`config.mk`:
```
export PLATFORM = sky130hd
export DESIGN_NAME = txrx_ack_scheduler
export DESIGN_NICKNAME = d
export VERILOG_FILES = /design/src/rtl/txrx_ack_scheduler.sv
export SDC_FILE = /design/constraint.sdc
export NUM_CORES = 1
export LEC_CHECK = 0
export CAP_MARGIN = 10
export CORE_MARGIN = 1.5
export CORE_UTILIZATION = 56
export CTS_BUF_LIST = sky130_fd_sc_hd__clkbuf_8 sky130_fd_sc_hd__clkbuf_16
export DETAILED_ROUTE_END_ITERATION = 7
export GPL_TIMING_DRIVEN = 0
export PLACE_DENSITY = 0.86
export SLEW_MARGIN = 15
export SYNTH_ARGS = -nofsm -noshare
export SYNTH_HDL_FRONTEND = slang
export SYNTH_SLANG_ARGS = --single-unit
```
`constraint.sdc`:
```
create_clock -name clk -period 2.7 [get_ports clk]
set_input_delay 0.81 -clock clk [delete_from_list [all_inputs] [get_ports clk]]
set_output_delay 0.81 -clock clk [all_outputs]
set_load 0.05 [all_outputs]
```
`src/rtl/txrx_ack_scheduler.sv`:
```
// Transmit-strobe / acknowledge-window scheduler: one strobe per request, then count
// receiver-high samples over a fixed window and grade the count. Optional macro: TXRX_EARLY_FAIL_EN.
module txrx_ack_scheduler #(
  parameter int MIN_ACK = 2,
  parameter int MAX_ACK = 5,
  parameter int WINDOW  = 16,
  parameter int CNT_W   = $clog2(MAX_ACK + 2)
) (
  input  logic             clk,
  input  logic             rst,
  input  logic             req,
  output logic             transmiter,
  input  logic             recevier,
  output logic             busy,
  output logic             done,
  output logic             pass,
  output logic             fail,
  output logic [CNT_W-1:0] ack_count
);

  localparam int WIN_W = $clog2(WINDOW + 1);

  localparam logic [CNT_W-1:0] CNT_ZERO_C = CNT_W'(0);
  localparam logic [CNT_W-1:0] CNT_ONE_C  = CNT_W'(1);
  localparam logic [CNT_W-1:0] CNT_MIN_C  = CNT_W'(MIN_ACK);
  localparam logic [CNT_W-1:0] CNT_MAX_C  = CNT_W'(MAX_ACK);
  localparam logic [CNT_W-1:0] CNT_SAT_C  = CNT_W'(MAX_ACK + 1);

  localparam logic [WIN_W-1:0] WIN_ZERO_C = WIN_W'(0);
  localparam logic [WIN_W-1:0] WIN_ONE_C  = WIN_W'(1);
  localparam logic [WIN_W-1:0] WIN_LAST_C = WIN_W'(WINDOW - 1);

  typedef enum logic [1:0] {
    S_IDLE    = 2'd0,
    S_TX      = 2'd1,
    S_COLLECT = 2'd2,
    S_REPORT  = 2'd3
  } state_t;

  state_t           state_q, state_d;
  logic             tx_q, tx_d;
  logic             busy_q, busy_d;
  logic             done_q, done_d;
  logic             pass_q, pass_d;
  logic             fail_q, fail_d;
  logic [CNT_W-1:0] cnt_q, cnt_d;
  logic [WIN_W-1:0] win_q, win_d;

  logic             hit_s;
  logic             last_s;
  logic             early_s;

  function automatic logic in_range(input logic [CNT_W-1:0] cnt);
    in_range = (cnt >= CNT_MIN_C) && (cnt <= CNT_MAX_C);
  endfunction

  // Sample qualification: saturating hit, last window sample, optional early termination.
  always_comb begin
    hit_s   = 1'b0;
    last_s  = 1'b0;
    early_s = 1'b0;
    if (state_q == S_COLLECT) begin
      hit_s  = recevier && (cnt_q != CNT_SAT_C);
      last_s = (win_q == WIN_LAST_C);
`ifdef TXRX_EARLY_FAIL_EN
      early_s = hit_s && (cnt_q == (CNT_SAT_C - CNT_ONE_C));
`else
      early_s = 1'b0;
`endif
    end else begin
      hit_s   = 1'b0;
      last_s  = 1'b0;
      early_s = 1'b0;
    end
  end

  // Next-state and registered-output logic; strobe and result flags default low.
  always_comb begin
    state_d = state_q;
    tx_d    = 1'b0;
    busy_d  = busy_q;
    done_d  = 1'b0;
    pass_d  = 1'b0;
    fail_d  = 1'b0;
    cnt_d   = cnt_q;
    win_d   = win_q;

    case (state_q)
      S_IDLE: begin
        if (req) begin
          state_d = S_TX;
          tx_d    = 1'b1;
          busy_d  = 1'b1;
          cnt_d   = CNT_ZERO_C;
          win_d   = WIN_ZERO_C;
        end else begin
          busy_d  = 1'b0;
        end
      end

      // The receiver is deliberately not looked at during the strobe cycle.
      S_TX: begin
        state_d = S_COLLECT;
        busy_d  = 1'b1;
      end

      S_COLLECT: begin
        busy_d = 1'b1;
        win_d  = win_q + WIN_ONE_C;
        if (hit_s) begin
          cnt_d = cnt_q + CNT_ONE_C;
        end else begin
          cnt_d = cnt_q;
        end
        if (last_s || early_s) begin
          state_d = S_REPORT;
          done_d  = 1'b1;
          pass_d  = in_range(cnt_d);
          fail_d  = ~in_range(cnt_d);
        end else begin
          state_d = S_COLLECT;
        end
      end

      S_REPORT: begin
        state_d = S_IDLE;
        busy_d  = 1'b0;
      end

      default: begin
        state_d = S_IDLE;
        busy_d  = 1'b0;
        cnt_d   = CNT_ZERO_C;
        win_d   = WIN_ZERO_C;
      end
    endcase
  end

  // State and output registers with asynchronous reset.
  always_ff @(posedge clk or posedge rst) begin
    if (rst) begin
      state_q <= S_IDLE;
      tx_q    <= 1'b0;
      busy_q  <= 1'b0;
      done_q  <= 1'b0;
      pass_q  <= 1'b0;
      fail_q  <= 1'b0;
      cnt_q   <= CNT_ZERO_C;
      win_q   <= WIN_ZERO_C;
    end else begin
      state_q <= state_d;
      tx_q    <= tx_d;
      busy_q  <= busy_d;
      done_q  <= done_d;
      pass_q  <= pass_d;
      fail_q  <= fail_d;
      cnt_q   <= cnt_d;
      win_q   <= win_d;
    end
  end

  assign transmiter = tx_q;
  assign busy       = busy_q;
  assign done       = done_q;
  assign pass       = pass_q;
  assign fail       = fail_q;
  assign ack_count  = cnt_q;

endmodule

```
==> flow_summary.ini, run 1 <==
[run_status]
outcome = finished clean

[routing]
via_per_inst = 5.67
wl_per_cell_um = 13.0
drcViolationCount = 0
final_antenna_net_count = 0
vias = 692
first_pass_iters = 4
drt-total-wl_um = 1590
drt_iter0_markers = 26

[clocking]
cts-hold-fix-buffers = 0
clk_latency_ns = 0.25
cts_tree = built
cts_sinks = 15
root_buffer = clkbuf_8
clk_pin_slew_ns = 0.06
cts_made_buffers = 3
post_cts_buffers = 0
htreeDepth = 1
cts_resized = 0
clockBufferDepth = 2

[die]
initial_core_util_pct = 62.4
die_w_um = 42.0
rows = 13
die_h_um = 42.0
ios = 12
core_area_um2 = 1370
die_area_um2 = 1760

[final_layout]
n_antenna_cell = 0
syn2layout_area_growth_pct = 20.6
drive_above_1_share_pct = 9.35
layout.nets = 118

[sta]
grt_setup_unrepaired = false
fmax_mhz = 434
setup_tns_ns = 0
drv_slew = 0
finalCriticalPeriod_ns = 2.30
worstMarginPinSlew_ns = 0.559
hold_violations = 0
skew_ns = 0.00190
slew_headroom_pct = 62.7
finalSetupViolCount = 0
period_share_pct = 85.3

[logic_synthesis]
synth_top_cell_by_area = dfrtp_1
ys.flop_type = dfrtp_1
synth_area_leaders = dfrtp_1 44%, ha_1 8.8%, o21ai_0 5.9%
synth_edf_count = 0
synth-seq-area-share_pct = 44.1
synthArstFlopShare_pct = 100
avgSynthCellArea_um2 = 9.26
ys_warn_count = 0
synth_cells = 92
synth_nets = 102
yosys.area.top_type_share_pct = 44.1
synth_seq_cells = 15
synthMostInstantiatedCell = dfrtp_1
yosys.cell_types.count = 29
synth_common_cells = 15 x dfrtp_1, 10 x nand2_1, 10 x o21ai_0, 9 x inv_1, 6 x ha_1
netlist_area_um2 = 852

[setup_path]
crit_slowest_cell = clkdlybuf4s50_1
timing.rr.end = win_q[4]
critPathBufInv = 1
cp_slowest_stage_delay_ns = 0.83
required_ns = 1.89
worstRegToRegCells = 6
start_kind = flop
cp_cell_sequence = clkdlybuf4s50_1
critPathMaxFanout = 6
arrival_ns = 1.49
crit_type = reg2out
reg2reg_slack_ns = 1.13
worstReg2RegStart = win_q[0]
endpoint_kind = primary output
path_delay_family = buffers and inverters

[placed_design]
place_hpwl_um = 1120
io_buffers = 11
gp_congestion = 0.869

[hold_path]
hold_class = reg2reg
hold_path_depth = 2
worstHoldStart = state_q[0]
hold-path-endpoint = state_q[0]

[run]
drv_cap = 0

[power_and_ir_drop]
leakagePower_nw = 0.472
peakVddDrop_uv = 509
finalPower_mw = 1.07
power-per-cell-area_nw_per_um2 = 1040

[global_route]
grt_pass1_vias = 610
track_usage_pct = 19.5
overflow = 0
grt_max_degree = 16
grt_pass1_wl_um = 2610
antenna_found_initial = 0
[layout by cell type (no fill, tap or decap)]
master and count:
a32oi_1 1, o21ai_0 10, o21a_1 2, o221ai_1 1
a21oi_1 5, buf_2 1, mux2i_1 2, nand2b_1 1
dfrtp_1 15, a311oi_1 1, and3b_1 1, clkdlybuf4s50_1 11
a31oi_1 3, and2_1 1, o41ai_1 1, nand3_1 4
ha_1 6, nor3_1 2, clkbuf_8 3, nor2_1 5
nand3b_1 1, xnor2_1 1, buf_4 3, mux2_2 1
and3_1 1, and2b_1 1, inv_1 9, nand2_1 10
clkinv_2 1, and4_4 1, a22oi_1 1, a2111oi_0 1
[how the worst max path moves through the flow]
| stage | end | cells past startpoint | from |
|---|---|---|---|
| after floorplan | pass | 6 | ack_count[0] |
| after global placement | win_q[3] | 6 | req |
| after detailed placement | win_q[3] | 6 | req |
| after CTS | ack_count[0] | 1 | ack_count[0] |
| after global routing | ack_count[0] | 1 | ack_count[0] |
| final | ack_count[0] | 1 | ack_count[0] |
[through the flow]
step | setup slack [ns] | hold slack [ns] | instance area [µm²] | std cells | utilization, %
global route | 0.347 | 0.574 | 1030 | 122 | 75.2
detailed placement | 0.568 | 0.537 | 981 | 118 | 71.8
global placement | 0.592 | 0.502 | 981 | 118 | 71.8
CTS | 0.386 | 0.554 | 1030 | 122 | 75.2
floorplan | 0.991 | 0.478 | 852 | 92 | -
finish | 0.396 | 0.554 | 1030 | 122 | 75.2
[state kept, by name (all words and copies together), names as in the netlist]
name and flops:
ack_count 3, busy 1, done 1, fail 1, pass 1, state_q 2
transmiter 1, win_q 5
[cell families after synthesis]
logic type / after synthesis / synth area share (%)
and+or+nand+nor: 28 / 16.4
AOI/OAI and AO/OA: 26 / 18.8
DFF: 15 / 44.1
buffers and inverters: 13 / 7.19
adders and majority gates: 6 / 8.81
muxes: 3 / 3.67
xor gates and xnor gates: 1 / 1.03
[routing by layer]
layer | vias up | routed length, µm | global-route usage, %
met4 | 0 | 5 | 5.81
met5 | - | 0 | 0
met2 | 18 | 724 | 31.3
met1 | 318 | 783 | 26.5
met3 | 2 | 72 | 3.88
li1 | 354 | - | -
[cell type report]
type                            instances  area, µm²
Multi-Input combinational cell         64        415
Sequential cell                        15        375
Fill cell                              94        339
Timing Repair Buffer                   11        110
Clock buffer                            3       41.3
Inverter                                9       33.8
Buffer                                  4       27.5
Tap cell                               15       18.8
Clock inverter                          1       5.00
[where the power goes]
group	switching, mW	internal [mW]
clock network	0.0803	0.102
registers	0.0579	0.294
logic	0.329	0.209
total	0.467	0.605
(Power assumes the default switching activity.)
==> run 2: changes to the inputs <==
--- a/config.mk
+++ b/config.mk
@@ -6,12 +6,11 @@
 export NUM_CORES = 1
 export LEC_CHECK = 0
 export CAP_MARGIN = 10
-export CORE_MARGIN = 1.5
 export CORE_UTILIZATION = 56
 export CTS_BUF_LIST = sky130_fd_sc_hd__clkbuf_8 sky130_fd_sc_hd__clkbuf_16
 export DETAILED_ROUTE_END_ITERATION = 7
 export GPL_TIMING_DRIVEN = 0
-export PLACE_DENSITY = 0.86
+export PLACE_DENSITY = 0.91
 export SLEW_MARGIN = 15
 export SYNTH_ARGS = -nofsm -noshare
 export SYNTH_HDL_FRONTEND = slang
==> flow_summary.ini, run 2 (same netlist as run 1, synthesis figures left out) <==
[sta]
skew_ns = 0.00632
finalSetupViolCount = 0
slew_headroom_pct = 62.0
worstMarginPinSlew_ns = 0.570
drv_slew = 0
finalCriticalPeriod_ns = 2.32
period_share_pct = 86.0
grt_setup_unrepaired = false
hold_violations = 0
fin_ws_ns = 0.378
fmax_mhz = 431
setup_tns_ns = 0

[power_and_ir_drop]
power-per-cell-area_nw_per_um2 = 1050
finalPower_mw = 1.08
leakagePower_nw = 0.472
peakVddDrop_uv = 651

[die]
initial_core_util_pct = 63.1
rows = 13
ios = 12
die_area_um2 = 1680
die_h_um = 41.0
die_w_um = 41.0
core_area_um2 = 1350

[final_layout]
layout.nets = 118
mostFrequentLayoutCells = 15 x dfrtp_1, 11 x clkdlybuf4s50_1, 10 x nand2_1, 10 x o21ai_0, 9 x inv_1
drive_above_1_share_pct = 9.35
final.fill_count = 88
final_common_cell = dfrtp_1
fin_util_pct = 76.1
n_antenna_cell = 0
largest_register_ffs = 5
syn2layout_area_growth_pct = 20.6
regMostFlops = win_q

[global_route]
grt_pass1_wl_um = 2760
track_usage_pct = 25.6
grt_use_met2_pct = 39.5
use_met3_pct = 4.89
overflow = 0
grt_pass1_vias = 623
antenna_found_initial = 0
busiest_layer = met2
grt_max_degree = 16
grtUsageMet1_pct = 35.3

[placed_design]
dp_slack_ns = 0.561
place_hpwl_um = 1190
gp_congestion = 0.848
io_buffers = 11

[hold_path]
hold_class = reg2reg

[clocking]
cts_sinks = 15
htreeDepth = 1
post_cts_buffers = 0
root_buffer = clkbuf_8
cts-hold-fix-buffers = 0
cts_tree = built
clk_latency_ns = 0.25
cts_made_buffers = 3
cts_resized = 0
clockBufferDepth = 2
clk_pin_slew_ns = 0.07

[setup_path]
critPathMaxFanout = 5
start_kind = flop
cp_cell_sequence = clkdlybuf4s50_1
path_delay_family = buffers and inverters
crit_slowest_cell = clkdlybuf4s50_1
cp_slowest_stage_delay_ns = 0.83
critPathBufInv = 1
arrival_ns = 1.51
crit_type = reg2out
endpoint_kind = primary output
required_ns = 1.89

[run_status]
outcome = finished clean

[routing]
drt-total-wl_um = 1700
via_per_inst = 6.00
wl_per_cell_um = 13.9
vias = 732
first_pass_iters = 4
drcViolationCount = 0
final_antenna_net_count = 0
drt_iter0_markers = 35

[run]
drv_cap = 0
## run 2: cell counts in the layout (fill, tap and decap cells not counted)
Identical to the previous run, type by type.
## run 2: per-stage QoR
stage          hold WS, ns  cells  instance area [µm²]
3_3_place_gp         0.500    118                  981
2_1_floorplan        0.478     92                  852
5_1_grt              0.589    122                 1030
3_5_place_dp         0.534    118                  981
6_report             0.548    122                 1030
4_1_cts              0.548    122                 1030
## run 2: routing by layer
layer  vias up  share of wire (%)
met5         -                  0
met4         0                1.5
met3         4                5.8
met2        32                 48
met1       338                 45
li1        358                  -
## run 2: area by class of cell
type | instances | area [µm²] | share of cell area (%)
Buffer | 4 | 27.5 | 2.68
Clock buffer | 3 | 41.3 | 4.02
Clock inverter | 1 | 5.00 | 0.487
Timing Repair Buffer | 11 | 110 | 10.7
Sequential cell | 15 | 375 | 36.5
Inverter | 9 | 33.8 | 3.29
Multi-Input combinational cell | 64 | 415 | 40.4
Tap cell | 15 | 18.8 | 1.83
## run 2: where the power goes
group	internal [mW]	switching [mW]	leakage (nW)
clock network	0.102	0.0824	0.0255
logic	0.210	0.333	0.249
registers	0.294	0.0586	0.198
total	0.606	0.474	0.472
## run 2: final timing paths
kind | start | endpoint | slack, ns | cells after the start
min reg2reg | win_q[3] | win_q[3] | 0.55 | 2
max in group asynchronous | rst | ack_count[0] | 1.41 | 2
max | ack_count[2] | ack_count[2] | 0.38 | 1
max reg2reg | win_q[0] | win_q[4] | 1.12 | 6
min | win_q[3] | win_q[3] | 0.55 | 2
min in group asynchronous | rst | ack_count[2] | 0.91 | 2
